--- src/rtl/axi_rd_arb_pkg.sv ---
// Shared types and helpers for the two-port AXI read arbiter.
package axi_rd_arb_pkg;

  localparam int NUM_PORTS = 2;

  typedef logic [0:0] port_idx_t;

  function automatic port_idx_t rr_next(input port_idx_t idx);
    return ~idx;
  endfunction

endpackage

--- src/rtl/axi_rd_arb_txn_cnt.sv ---
// Saturating outstanding-burst counter; one instance per requester port.
module axi_rd_arb_txn_cnt #(
  parameter int MAX_TXNS = 8
) (
  input  logic clk_i,
  input  logic rst_i,
  input  logic inc_i,
  input  logic dec_i,
  output logic full_o,
  output logic empty_o
);

  localparam int CW = $clog2(MAX_TXNS + 1);

  logic [CW-1:0] cnt_q;

  // Simultaneous issue and completion cancel; both ends saturate.
  always_ff @(posedge clk_i or posedge rst_i) begin
    if (rst_i) begin
      cnt_q <= '0;
    end else if (inc_i && !dec_i && (cnt_q != CW'(MAX_TXNS))) begin
      cnt_q <= cnt_q + CW'(1);
    end else if (dec_i && !inc_i && (cnt_q != '0)) begin
      cnt_q <= cnt_q - CW'(1);
    end
  end

  assign full_o  = (cnt_q == CW'(MAX_TXNS));
  assign empty_o = (cnt_q == '0);

endmodule

--- src/rtl/axi_rd_arbiter_2to1.sv ---
// Two requesters share one AXI4 read master: round-robin AR through a one-deep
// register, requester index carried in the ARID MSB and used to route R back.
module axi_rd_arbiter_2to1
  import axi_rd_arb_pkg::*;
#(
  parameter int ID_WIDTH   = 4,
  parameter int ADDR_WIDTH = 64,
  parameter int DATA_WIDTH = 64,
  parameter int MAX_TXNS   = 8
) (
  input  logic                  clk_i,
  input  logic                  rst_i,
  input  logic [ID_WIDTH-1:0]   s0_ar_arid,
  input  logic [ADDR_WIDTH-1:0] s0_ar_araddr,
  input  logic [7:0]            s0_ar_arlen,
  input  logic [2:0]            s0_ar_arsize,
  input  logic [1:0]            s0_ar_arburst,
  input  logic                  s0_ar_arvalid,
  output logic                  s0_ar_arready,
  output logic [ID_WIDTH-1:0]   s0_r_rid,
  output logic [DATA_WIDTH-1:0] s0_r_rdata,
  output logic [1:0]            s0_r_rresp,
  output logic                  s0_r_rlast,
  output logic                  s0_r_rvalid,
  input  logic                  s0_r_rready,
  input  logic [ID_WIDTH-1:0]   s1_ar_arid,
  input  logic [ADDR_WIDTH-1:0] s1_ar_araddr,
  input  logic [7:0]            s1_ar_arlen,
  input  logic [2:0]            s1_ar_arsize,
  input  logic [1:0]            s1_ar_arburst,
  input  logic                  s1_ar_arvalid,
  output logic                  s1_ar_arready,
  output logic [ID_WIDTH-1:0]   s1_r_rid,
  output logic [DATA_WIDTH-1:0] s1_r_rdata,
  output logic [1:0]            s1_r_rresp,
  output logic                  s1_r_rlast,
  output logic                  s1_r_rvalid,
  input  logic                  s1_r_rready,
  output logic [ID_WIDTH:0]     m_ar_arid,
  output logic [ADDR_WIDTH-1:0] m_ar_araddr,
  output logic [7:0]            m_ar_arlen,
  output logic [2:0]            m_ar_arsize,
  output logic [1:0]            m_ar_arburst,
  output logic                  m_ar_arvalid,
  input  logic                  m_ar_arready,
  input  logic [ID_WIDTH:0]     m_r_rid,
  input  logic [DATA_WIDTH-1:0] m_r_rdata,
  input  logic [1:0]            m_r_rresp,
  input  logic                  m_r_rlast,
  input  logic                  m_r_rvalid,
  output logic                  m_r_rready,
  output logic                  busy_o,
  output logic                  err_o
);

  typedef struct packed {
    logic [ID_WIDTH:0]     id;
    logic [ADDR_WIDTH-1:0] addr;
    logic [7:0]            len;
    logic [2:0]            size;
    logic [1:0]            burst;
  } ar_chan_t;

  ar_chan_t  ar_q, ar_s0, ar_s1;
  logic      ar_valid_q;
  port_idx_t rr_ptr_q;
  logic      err_q;

  logic load, elig0, elig1, gnt0, gnt1;
  logic full0, full1, empty0, empty1;
  logic sel, r_hs, dec0, dec1;

  assign ar_s0 = '{id: {1'b0, s0_ar_arid}, addr: s0_ar_araddr, len: s0_ar_arlen,
                   size: s0_ar_arsize, burst: s0_ar_arburst};
  assign ar_s1 = '{id: {1'b1, s1_ar_arid}, addr: s1_ar_araddr, len: s1_ar_arlen,
                   size: s1_ar_arsize, burst: s1_ar_arburst};

  // The pointer port wins a tie; otherwise whichever port is eligible.
  assign load  = !ar_valid_q || m_ar_arready;
  assign elig0 = s0_ar_arvalid && !full0;
  assign elig1 = s1_ar_arvalid && !full1;
  assign gnt0  = load && elig0 && ((rr_ptr_q == 1'b0) || !elig1);
  assign gnt1  = load && elig1 && ((rr_ptr_q == 1'b1) || !elig0);

  assign s0_ar_arready = gnt0 && !rst_i;
  assign s1_ar_arready = gnt1 && !rst_i;

  always_ff @(posedge clk_i or posedge rst_i) begin
    if (rst_i) begin
      ar_valid_q <= 1'b0;
      ar_q       <= '0;
      rr_ptr_q   <= '0;
    end else if (gnt0 || gnt1) begin
      ar_valid_q <= 1'b1;
      ar_q       <= gnt1 ? ar_s1 : ar_s0;
      rr_ptr_q   <= rr_next(port_idx_t'(gnt1));
    end else if (m_ar_arready) begin
      ar_valid_q <= 1'b0;
    end
  end

  assign m_ar_arvalid = ar_valid_q;
  assign m_ar_arid    = ar_q.id;
  assign m_ar_araddr  = ar_q.addr;
  assign m_ar_arlen   = ar_q.len;
  assign m_ar_arsize  = ar_q.size;
  assign m_ar_arburst = ar_q.burst;

  // R path is pure steering on the ID MSB; payload goes to both ports.
  assign sel        = m_r_rid[ID_WIDTH];
  assign m_r_rready = sel ? s1_r_rready : s0_r_rready;
  assign r_hs       = m_r_rvalid && m_r_rready;
  assign dec0       = r_hs && m_r_rlast && !sel;
  assign dec1       = r_hs && m_r_rlast && sel;

  assign s0_r_rvalid = m_r_rvalid && !sel;
  assign s1_r_rvalid = m_r_rvalid && sel;
  assign s0_r_rid    = m_r_rid[ID_WIDTH-1:0];
  assign s1_r_rid    = m_r_rid[ID_WIDTH-1:0];
  assign s0_r_rdata  = m_r_rdata;
  assign s1_r_rdata  = m_r_rdata;
  assign s0_r_rresp  = m_r_rresp;
  assign s1_r_rresp  = m_r_rresp;
  assign s0_r_rlast  = m_r_rlast;
  assign s1_r_rlast  = m_r_rlast;

  axi_rd_arb_txn_cnt #(.MAX_TXNS(MAX_TXNS)) u_cnt0 (
    .clk_i   (clk_i),
    .rst_i   (rst_i),
    .inc_i   (gnt0),
    .dec_i   (dec0),
    .full_o  (full0),
    .empty_o (empty0)
  );

  axi_rd_arb_txn_cnt #(.MAX_TXNS(MAX_TXNS)) u_cnt1 (
    .clk_i   (clk_i),
    .rst_i   (rst_i),
    .inc_i   (gnt1),
    .dec_i   (dec1),
    .full_o  (full1),
    .empty_o (empty1)
  );

  // A beat for a port with nothing outstanding is a slave protocol error.
  always_ff @(posedge clk_i or posedge rst_i) begin
    if (rst_i) begin
      err_q <= 1'b0;
    end else if (r_hs && (sel ? empty1 : empty0)) begin
      err_q <= 1'b1;
    end
  end

  assign err_o  = err_q;
  assign busy_o = ar_valid_q || !empty0 || !empty1;

endmodule

--- config.mk ---
export PLATFORM = sky130hd
export DESIGN_NAME = axi_rd_arbiter_2to1
export DESIGN_NICKNAME = d
export VERILOG_FILES = /design/src/rtl/axi_rd_arb_pkg.sv /design/src/rtl/axi_rd_arb_txn_cnt.sv /design/src/rtl/axi_rd_arbiter_2to1.sv
export SDC_FILE = /design/constraint.sdc
export NUM_CORES = 1
export LEC_CHECK = 0
export CORE_AREA = 3 3 185 187
export CTS_BUF_LIST = sky130_fd_sc_hd__clkbuf_16
export DETAILED_ROUTE_END_ITERATION = 7
export DIE_AREA = 0 0 188 190
export SYNTH_ARGS = -nofsm -noshare
export SYNTH_HDL_FRONTEND = slang
export SYNTH_SLANG_ARGS = --single-unit
--- constraint.sdc ---
create_clock -name clk_i -period 9.5 [get_ports clk_i]
set_input_delay 1.9 -clock clk_i [delete_from_list [all_inputs] [get_ports clk_i]]
set_output_delay 1.9 -clock clk_i [all_outputs]
set_load 0.005 [all_outputs]
# == Word level (Yosys, flattened, before mapping) ==
# Index checks and enable logic that the tools add are counted.
# classes
n_addsub,4
n_eq_ne,4
muxes,9
bitwise,2
n_reduce_logical,49
# ops
cell,count
82-bit 2-to-1 mux,1
1-bit logical AND,23
4-bit 2-to-1 mux,4
1-bit zero test,13
4-bit by 1-bit adder with 4-bit output (second input constant),2
4-bit equality test (second input constant),2
4-bit zero test,2
4-bit inequality test (second input constant),2
4-bit nonzero test,2
4-bit by 1-bit subtractor with 4-bit output (second input constant),2
1-bit logical OR,6
2-bit nonzero test,3
1-bit 2-to-1 mux,4
1-bit NOT,2
# word_totals
reg_bits,93
inputBits,242
output_inout_bits,232
elab_cells,78

# == Longest topological paths before layout ==
# Gate-level depths: netlist of the first run.
# depth
depth_word,11
depth_mapped,12
ltp_nobuf,10

# == By module ==
# From an unflattened synthesis of the first run, not the netlist that was laid out.
# unflattened
hier_cells,703
area_unflattened_um2,6461.2
# modules_own_cells
module,n_inst,cells_per_inst,area_each_um2
axi_rd_arbiter_2to1,1,651,5850.6
axi_rd_arb_txn_cnt,2,26,305.3

# == Worst setup path before layout of the first run ==
# Ideal clock, no wire load.
# synth_timing
kind,input -> output
startpoint,input rst_i
endpoint,output s0_ar_arready
arrival_ps,4174
t_required_ps,7600
setup_slack_ps,3426
path_stages,2
n_path_buf,0
cell_sequence,inv_1 -> and2_1
# synth_via
elab_chain_len,2
# synth_rtl
element,line,rtl
start: declaration,axi_rd_arbiter_2to1.sv:12,"input logic rst_i,"
1-bit zero test (no source line),--,
1-bit logical AND,axi_rd_arbiter_2to1.sv:85,assign s0_ar_arready = gnt0 && !rst_i;
end: declaration,axi_rd_arbiter_2to1.sv:19,"output logic s0_ar_arready,"
# No other way between the ends.

# == Worst setup path in the final report of the first run ==
# layout_timing
startpoint,input rst_i
endpoint,output s1_ar_arready
# layout_via
elab_chain_len,2
# layout_rtl
element,line,rtl
1-bit zero test (no source line),--,
1-bit logical AND,axi_rd_arbiter_2to1.sv:86,assign s1_ar_arready = gnt1 && !rst_i;
end: declaration,axi_rd_arbiter_2to1.sv:32,"output logic s1_ar_arready,"
# No other way between the ends.

==> results of run 1 <==
-- synthesized netlist by cell type, types with 2 or more instances --
library cell	number
buf_2	19
nor2_1	2
buf_1	3
a21o_1	3
dfrtp_1	93
xor2_1	5
ha_1	4
mux2i_1	3
a21oi_1	2
a222oi_1	81
buf_4	143
nand2_1	9
mux2_2	6
nand3_1	3
and2_1	3
inv_1	84
nor3_1	2
clkbuf_1	4
fa_1	2
-- per-stage QoR --
step | hold WS [ps] | power [uW] | cell area, um2 | instances | worst slack [ps]
after floorplan | 466 | 1100 | 5150 | 486 | 3430
after global placement | 472 | 1560 | 7190 | 1026 | 3990
after detailed placement | 467 | 1570 | 7190 | 1026 | 3980
after CTS | 484 | 1950 | 7470 | 1042 | 3960
after global routing | 505 | 2050 | 7470 | 1042 | 3890
final | 484 | 1910 | 7470 | 1042 | 4030
-- layer usage --
| metal | wire length [um] | track usage |
|---|---|---|
| met5 | 0 | 0.00275 |
| met4 | 652 | 0.0517 |
| met3 | 2310 | 0.0529 |
| met2 | 8900 | 0.167 |
| met1 | 5870 | 0.0916 |
-- report_power, final --
part,internal [uW],switching (uW),leakage [uW],total (uW)
Clock,179,170,0.000130,348
Sequential,576,131,0.00113,706
Combinational,517,335,0.00197,852
Total,1270,636,0.00323,1910
-- kinds of logic after synthesis --
logic type | count (synthesis) | share of synthesized area
and+or+nand+nor | 25 | 0.0245
DFF | 93 | 0.452
adders and majority gates | 6 | 0.0175
xor gates and xnor gates | 6 | 0.0102
muxes | 9 | 0.0190
buffers and inverters | 253 | 0.293
AOI/OAI and AO/OA | 94 | 0.183
-- final timing paths --
kind,startpoint,endpoint,slack (ps)
setup reg to reg,u_cnt1.cnt_q[0]$_DFFE_PP0P_,u_cnt0.cnt_q[3]$_DFFE_PP0P_,6040
setup / recovery,rst_i,s1_ar_arready,4030
hold / removal,err_o$_DFFE_PP0P_,err_o$_DFFE_PP0P_,480
max in group asynchronous,rst_i,m_ar_araddr[3]$_DFFE_PP0P_,6430
min in group asynchronous,rst_i,m_ar_araddr[45]$_DFFE_PP0P_,1990
hold reg to reg,err_o$_DFFE_PP0P_,err_o$_DFFE_PP0P_,480
-- registers in the layout, summed over array words and instances (netlist names) --
name and cells:
m_ar_arvalid 1, m_ar_arburst 2, u_cnt0.cnt_q 4, m_ar_araddr 64, m_ar_arsize 3, m_ar_arid 5, err_o 1, m_ar_arlen 8
u_cnt1.cnt_q 4, rr_ptr_q 1
-- worst max-delay path: stages --
cell and delay (ps):
clkdlybuf4s50_1 450, inv_4 450, and2_1 220, clkdlybuf4s50_1 510
-- final cells by class --
cell class                 count  area share
clock buffer                   9      0.0302
clock inverter                 7     0.00670
inverter                      84      0.0426
multi-input combinational    140       0.178
sequential                    93       0.312
tap                          442      0.0741
timing repair buffer         267       0.357
==> results.sh, run 1 <==
export IMPL_die_area_um2=35700
export IMPL_gp_congestion=0.706
export IMPL_wl_per_cell_um=17.0
export IMPL_dr_first_iter_drc_count=369
export IMPL_cts_buffers=9
export IMPL_syn_area_per_cell_um2=10.6
export IMPL_drt_pass1_iterations=8
export IMPL_cts_sinks=93
export IMPL_vdd_ir_drop_max_mv=0.181
export IMPL_insertion_delay_ps=360
export IMPL_drc=18
export IMPL_vias=4051
export IMPL_synth_nets=734
export IMPL_setup_violations=0
export IMPL_cts_tree="done"
export IMPL_dieWidth_um=188
export IMPL_arrival_ps=3570
export IMPL_post_cts_buffers=0
export IMPL_status="finished with violations"
export IMPL_fillCellCount=3536
export IMPL_drive_above_1_share=0.0550
export IMPL_synth_edff_count=0
export IMPL_ys_ff_latch=93
export IMPL_dp_hpwl_mm=13.6
export IMPL_period_minus_slack_ps=5470
export IMPL_postRouteWirelength_mm=17.7
export IMPL_worstPathMaxFanout=46
export IMPL_clk_path_buf_depth=2
export IMPL_core_um2=32600
export IMPL_max_cap_viol_count=0
export IMPL_grt_overflow_total=0
export IMPL_start_util=0.158
export IMPL_yosys_area_top_type="dfrtp_1"
export IMPL_r2r_cells=11
export IMPL_synthDistinctLibCells=34
export IMPL_regArea_um2=2330
export IMPL_htree_levels=3
export IMPL_cts_root_buffer="clkbuf_16"
export IMPL_grt_max_degree=86
export IMPL_hold_buffers=0
export IMPL_syn2layout_area_growth_pct=45.0
export IMPL_fin_util=0.229
export IMPL_hold_path_class="reg2reg"
export IMPL_die_y_um=190
export IMPL_worstPathRequired_ps=7600
export IMPL_ctsResizeCount=0
export IMPL_synthesis_area_um2=5150
export IMPL_path_class="in2out"
export IMPL_worstSetupStartpointType="primary input"
export IMPL_synth_top_area_share=0.452
export IMPL_crit_path_end_kind="output pin"
export IMPL_fin_skew_ps=12.6
export IMPL_synthFlopType="dfrtp_1"
export IMPL_rsz0062_at_grt="no"
export IMPL_finalMaxSlewViolations=0
export IMPL_path_clk_slew_ps=70
export IMPL_ant_nets=0
export IMPL_via_per_inst=3.89
export IMPL_grt_pass1_wl_mm=25.8
export IMPL_yosysWarnings=0
export IMPL_period_share=0.576
export IMPL_seq_area_frac_synth=0.452
export IMPL_fin_setup_tns_ps=0
export IMPL_port_buffers=263
export IMPL_final_cell_mix="263 x clkdlybuf4s50_1, 93 x dfrtp_1, 83 x inv_1"
export IMPL_powerDensity_nw_per_um2=255
export IMPL_ys_top_cells_by_area="dfrtp_1 45%, buf_4 21%, a222oi_1 16%, inv_1 6.1%, buf_2 1.8%"
export IMPL_track_usage=0.0964
export IMPL_violations="DRC"
export IMPL_hold_depth=1
export IMPL_tightest_slew_ps=1160
export IMPL_grt_pass1_vias=4234
export IMPL_slew_headroom=0.226
export IMPL_hold_viol=0
export IMPL_std_cell_rows=66
export IMPL_max_freq_mhz=183
export IMPL_netlist_instances=486
export IMPL_layout_commonest_cell="clkdlybuf4s50_1"
export IMPL_synthArstFlopShare=1.00
export IMPL_multiInputGateArea_um2=1330
export IMPL_power_leakage_uw=0.00323
export IMPL_fin_nets=843
export IMPL_ios=474
export IMPL_antennaDiodeCount=0
export IMPL_antenna_found_initial=0
(Power assumes the default switching activity.)
==> run 2, diff against run 1 <==
--- a/config.mk
+++ b/config.mk
@@ -5,10 +5,10 @@
 export SDC_FILE = /design/constraint.sdc
 export NUM_CORES = 1
 export LEC_CHECK = 0
-export CORE_AREA = 3 3 185 187
+export CORE_AREA = 3 3 181 183
 export CTS_BUF_LIST = sky130_fd_sc_hd__clkbuf_16
 export DETAILED_ROUTE_END_ITERATION = 7
-export DIE_AREA = 0 0 188 190
+export DIE_AREA = 0 0 184 186
 export SYNTH_ARGS = -nofsm -noshare
 export SYNTH_HDL_FRONTEND = slang
 export SYNTH_SLANG_ARGS = --single-unit
==> constraint.sdc (replaced) <==
create_clock -name clk_i -period 5 [get_ports clk_i]
set_input_delay 1 -clock clk_i [delete_from_list [all_inputs] [get_ports clk_i]]
set_output_delay 1 -clock clk_i [all_outputs]
set_load 0.005 [all_outputs]
==> run 2 against run 1 <==
Effect of this change:
- the run now ends clean
- cell area decreased by 0.77%
- clock skew down 3.1 ps
- core utilization increased by 0.71 points
- first-iteration DRC count rose by 14%
- power increased by 87%
- via count fell by 0.91%
- register-to-register slack lost 3900 ps
- sequential power up 88%
- worst setup slack got worse by 2700 ps
- sequential share of layout area grew 0.24 points
==> results.sh, run 2 (same netlist as run 1, synthesis figures left out) <==
export IMPL_dieWidth_um=184
export IMPL_fillCellCount=3353
export IMPL_max_freq_mhz=276
export IMPL_grt_pass1_vias=4087
export IMPL_worstPathMaxFanout=3
export IMPL_port_buffers=263
export IMPL_antennaDiodeCount=0
export IMPL_setup_violations=0
export IMPL_reg2reg_slack_ps=2150
export IMPL_hold_depth=1
export IMPL_cts_root_buffer="clkbuf_16"
export IMPL_powerDensity_nw_per_um2=482
export IMPL_post_cts_buffers=0
export IMPL_grt_overflow_total=0
export IMPL_cts_sinks=93
export IMPL_insertion_delay_ps=360
export IMPL_path_clk_slew_ps=70
export IMPL_period_share=0.726
export IMPL_worstPathRequired_ps=4000
export IMPL_grt_max_degree=85
export IMPL_cts_buffers=9
export IMPL_wl_per_cell_um=17.7
export IMPL_final_cell_mix="263 x clkdlybuf4s50_1, 93 x dfrtp_1, 85 x inv_1"
export IMPL_slew_headroom=0.340
export IMPL_cts_tree="done"
export IMPL_cp_endpoint="s0_ar_arready"
export IMPL_dp_slack_ps=1340
export IMPL_worstSetupStartpointType="primary input"
export IMPL_antenna_found_initial=0
export IMPL_rsz0062_at_grt="no"
export IMPL_arrival_ps=2630
export IMPL_r2r_end="u_cnt0.cnt_q[2]$_DFFE_PP0P_"
export IMPL_crit_path_end_kind="output pin"
export IMPL_drc=0
export IMPL_ios=474
export IMPL_drt_pass1_iterations=5
export IMPL_dp_hpwl_mm=13.4
export IMPL_vias=4014
export IMPL_dr_first_iter_drc_count=420
export IMPL_clk_path_buf_depth=2
export IMPL_largest_register_ffs=64
export IMPL_power_leakage_uw=0.00324
export IMPL_htree_levels=3
export IMPL_fin_setup_tns_ps=0
export IMPL_hold_viol=0
export IMPL_fin_nets=844
export IMPL_layout_commonest_cell="clkdlybuf4s50_1"
export IMPL_drive_above_1_share=0.0532
export IMPL_maxUsedRoutingLayer="met4"
export IMPL_die_y_um=186
export IMPL_cp_startpoint="m_ar_arready"
export IMPL_status="completed"
export IMPL_r2r_cells=6
export IMPL_std_cell_rows=65
export IMPL_hold_buffers=0
export IMPL_hold_path_class="reg2reg"
export IMPL_r2r_start="u_cnt1.cnt_q[0]$_DFFE_PP0P_"
export IMPL_max_cap_viol_count=0
export IMPL_start_util=0.164
export IMPL_fin_skew_ps=9.48
export IMPL_postRouteWirelength_mm=17.7
export IMPL_core_um2=31400
export IMPL_finalMaxSlewViolations=0
export IMPL_ant_nets=0
export IMPL_dr_wl_met2_mm=8.78
export IMPL_period_minus_slack_ps=3630
export IMPL_vdd_ir_drop_max_mv=0.391
export IMPL_gp_congestion=0.701
export IMPL_via_per_inst=4.00
export IMPL_ctsResizeCount=0
export IMPL_tightest_slew_ps=991
export IMPL_fin_util=0.236
export IMPL_met3WireLength_mm=2.26
export IMPL_path_class="in2out"
export IMPL_wl_met1_mm=5.91
export IMPL_die_area_um2=34200
export IMPL_track_usage=0.0980
export IMPL_syn2layout_area_growth_pct=43.9
export IMPL_grt_pass1_wl_mm=24.8
export IMPL_layout_setup_ws_ps=1370
run 2: cell count changes in the layout (fill, tap and decap cells not counted):
| cell | before | now |
|---|---|---|
| inv_1 | 83 | 85 |
| clkinv_2 | 1 | 3 |
| inv_6 | 2 | 0 |
| buf_4 | 4 | 5 |
| clkinvlp_4 | 2 | 0 |
run 2: how the worst min path moves through the flow:
stage                             end  slack [ps]              start
floorplan           err_o$_DFFE_PP0P_         470  err_o$_DFFE_PP0P_
global placement    err_o$_DFFE_PP0P_         460  err_o$_DFFE_PP0P_
detailed placement  err_o$_DFFE_PP0P_         460  err_o$_DFFE_PP0P_
CTS                 err_o$_DFFE_PP0P_         480  err_o$_DFFE_PP0P_
global route        err_o$_DFFE_PP0P_         510  err_o$_DFFE_PP0P_
finish              err_o$_DFFE_PP0P_         480  err_o$_DFFE_PP0P_
run 2: power by group:
group          total [uW]  switching, uW  internal [uW]
logic                1610            627            982
registers            1330            238           1090
clock network         630            300            330
run 2: stage by stage:
| stage | total power [uW] | cells | hold slack (ps) | cell area (um2) |
|---|---|---|---|---|
| 4_1_cts | 3640 | 1003 | 477 | 7410 |
| 6_report | 3570 | 1003 | 479 | 7410 |
| 2_1_floorplan | 2090 | 486 | 466 | 5150 |
| 5_1_grt | 3840 | 1003 | 515 | 7410 |
| 3_3_place_gp | 2950 | 987 | 457 | 7150 |
| 3_5_place_dp | 2960 | 987 | 461 | 7150 |
run 2: cell type report:
cell class              count  area [um2]  share of cell area
inverters                  84         318              0.0429
flip-flops and latches     93        2330               0.314
multi-input cells         140        1330               0.180
repair buffers            268        2670               0.360
clock inverters             7        35.0             0.00473
well taps                 402         503              0.0679
clock buffers               9         225              0.0304
run 2: worst max-delay path, stage by stage:
cell and delay (ps):
clkdlybuf4s50_1 470, inv_1 80, a221oi_4 310, and2_1 200, clkdlybuf4s50_1 560
run 2: layer usage:
metal,up-vias,track usage
met5,-,0
met4,0,0.0602
met3,38,0.0475
met2,303,0.171
met1,1867,0.0935
li1,1806,-
==> run 3, diff against run 2 <==
--- a/config.mk
+++ b/config.mk
@@ -5,10 +5,10 @@
 export SDC_FILE = /design/constraint.sdc
 export NUM_CORES = 1
 export LEC_CHECK = 0
-export CORE_AREA = 3 3 181 183
+export CORE_AREA = 3 3 183 185
 export CTS_BUF_LIST = sky130_fd_sc_hd__clkbuf_16
 export DETAILED_ROUTE_END_ITERATION = 7
-export DIE_AREA = 0 0 184 186
+export DIE_AREA = 0 0 186 188
 export SYNTH_ARGS = -nofsm -noshare
 export SYNTH_HDL_FRONTEND = slang
 export SYNTH_SLANG_ARGS = --single-unit
==> constraint.sdc (replaced) <==
create_clock -name clk_i -period 3.7 [get_ports clk_i]
set_input_delay 0.74 -clock clk_i [delete_from_list [all_inputs] [get_ports clk_i]]
set_output_delay 0.74 -clock clk_i [all_outputs]
set_load 0.005 [all_outputs]
==> run 3 against run 2 <==
Effect of this change:
- the flow now finishes with violations (DRC)
- die area grew 2.2%
- core utilization fell by 0.41 points
- non-clock buffer count is 4 higher
- worst setup slack got worse by 820 ps
- sequential cell count is the same
- combinational power is 35% higher
- sequential power grew 36%
- global-route usage barely moved
- first-iteration DRC count fell by 12%
- register-to-register slack got worse by 1000 ps
- critical endpoint is now s1_ar_arready
==> results.sh, run 3 (same netlist as run 1, synthesis figures left out) <==
export IMPL_gp_congestion=0.755
export IMPL_antennaDiodeCount=0
export IMPL_status="finished with violations"
export IMPL_htree_levels=3
export IMPL_met1_usage=0.0957
export IMPL_stdcell_area_um2=7470
export IMPL_max_freq_mhz=317
export IMPL_dp_hpwl_mm=13.9
export IMPL_clk_path_buf_depth=2
export IMPL_fin_setup_tns_ps=0
export IMPL_grt_util_met3=0.0431
export IMPL_layout_commonest_cell="clkdlybuf4s50_1"
export IMPL_period_minus_slack_ps=3150
export IMPL_regArea_um2=2330
export IMPL_hold_viol=0
export IMPL_worstPathMaxFanout=4
export IMPL_port_buffers=263
export IMPL_setup_violations=0
export IMPL_start_util=0.160
export IMPL_slew_headroom=0.590
export IMPL_dieWidth_um=186
export IMPL_ant_nets=0
export IMPL_crit_path_end_kind="output pin"
export IMPL_hold_buffers=0
export IMPL_cts_root_buffer="clkbuf_16"
export IMPL_antenna_found_initial=0
export IMPL_hold_path_class="reg2reg"
export IMPL_arrival_ps=2410
export IMPL_grt_pass1_wl_mm=25.4
export IMPL_cts_buffers=9
export IMPL_grtUsageMet2=0.175
export IMPL_postRouteWirelength_mm=17.9
export IMPL_drt_pass1_iterations=8
export IMPL_powerDensity_nw_per_um2=659
export IMPL_vdd_ir_drop_max_mv=0.267
export IMPL_fillCellCount=3459
export IMPL_multiInputGateArea_um2=1330
export IMPL_grt_busiest_layer="met2"
export IMPL_largest_register_ffs=64
export IMPL_cts_sinks=93
export IMPL_cts_tree="done"
export IMPL_ctsResizeCount=0
export IMPL_vias=4076
export IMPL_rsz0062_at_grt="no"
export IMPL_track_usage=0.0980
export IMPL_tightest_slew_ps=614
export IMPL_syn2layout_area_growth_pct=45.1
export IMPL_die_area_um2=35000
export IMPL_path_clk_slew_ps=70
export IMPL_core_um2=32200
export IMPL_worstPathRequired_ps=2960
export IMPL_insertion_delay_ps=360
export IMPL_max_cap_viol_count=0
export IMPL_finalMaxSlewViolations=0
export IMPL_fin_nets=848
export IMPL_grt_max_degree=47
export IMPL_path_class="in2out"
export IMPL_worstSetupStartpointType="primary input"
export IMPL_violations="DRC"
export IMPL_std_cell_rows=66
export IMPL_post_cts_buffers=0
export IMPL_die_y_um=188
export IMPL_drc=6
export IMPL_dr_first_iter_drc_count=370
export IMPL_via_per_inst=4.03
export IMPL_grt_pass1_vias=4148
export IMPL_hold_worst_slack_ps=492
export IMPL_final_cell_mix="263 x clkdlybuf4s50_1, 93 x dfrtp_1, 84 x inv_1"
export IMPL_fin_skew_ps=9.20
export IMPL_ios=474
export IMPL_period_share=0.852
export IMPL_power_leakage_uw=0.00327
export IMPL_grt_overflow_total=0
export IMPL_wl_per_cell_um=17.6
export IMPL_dpl_cell_area_um2=7190
export IMPL_drive_above_1_share=0.0596
[run 3: cell count changes in the layout (fill, tap and decap cells not counted)]
cell        change
buf_4           +4
bufinv_16       +1
clkinv_2        -1
clkinvlp_4      +1
inv_1           -1
inv_4           -1
[run 3: final timing paths]
kind | start | to | slack, ps | cells past startpoint
worst max register to register | u_cnt1.cnt_q[0]$_DFFE_PP0P_ | u_cnt0.cnt_q[1]$_DFFE_PP0P_ | 1150 | 6
max in group asynchronous | rst_i | m_ar_arid[2]$_DFFE_PP0P_ | 2200 | 3
worst max-delay path | s1_ar_arvalid | s1_ar_arready | 550 | 5
min in group asynchronous | rst_i | m_ar_arvalid$_DFFE_PP0P_ | 650 | 2
worst min register to register | m_ar_arid[4]$_DFFE_PP0P_ | m_ar_arid[4]$_DFFE_PP0P_ | 490 | 1
worst min-delay path | m_ar_arid[4]$_DFFE_PP0P_ | m_ar_arid[4]$_DFFE_PP0P_ | 490 | 1
[run 3: cell type report]
type	instances	share of cell area
repair buffers	272	0.362
inverters	84	0.0427
multi-input cells	140	0.178
well taps	408	0.0684
clock inverters	6	0.00754
flip-flops and latches	93	0.312
clock buffers	9	0.0302
[run 3: critical path, stage by stage]
cell and delay [ps]:
clkdlybuf4s50_1 460, a21boi_2 330, o211a_4 240, and2_1 120, clkdlybuf4s50_1 510
[run 3: where the power goes]
group	switching [uW]	total, uW	leakage (uW)	internal [uW]
logic	846	2180	0.00199	1340
clock network	413	927	0.000144	514
registers	329	1810	0.00113	1480
total	1590	4920	0.00327	3330
[run 3: through the flow]
step	util	worst slack (ps)	total power (uW)	instances
2_1_floorplan	-	494	2830	486
3_3_place_gp	0.223	522	4000	997
3_5_place_dp	0.223	511	4030	997
4_1_cts	0.232	505	5020	1012
5_1_grt	0.232	478	5290	1012
6_report	0.232	548	4920	1012
[run 3: routing by layer]
metal / share of wire / wire length, um
met1: 0.35 / 6180
met4: 0.038 / 686
met2: 0.51 / 9090
met5: 0 / 0
met3: 0.11 / 1890
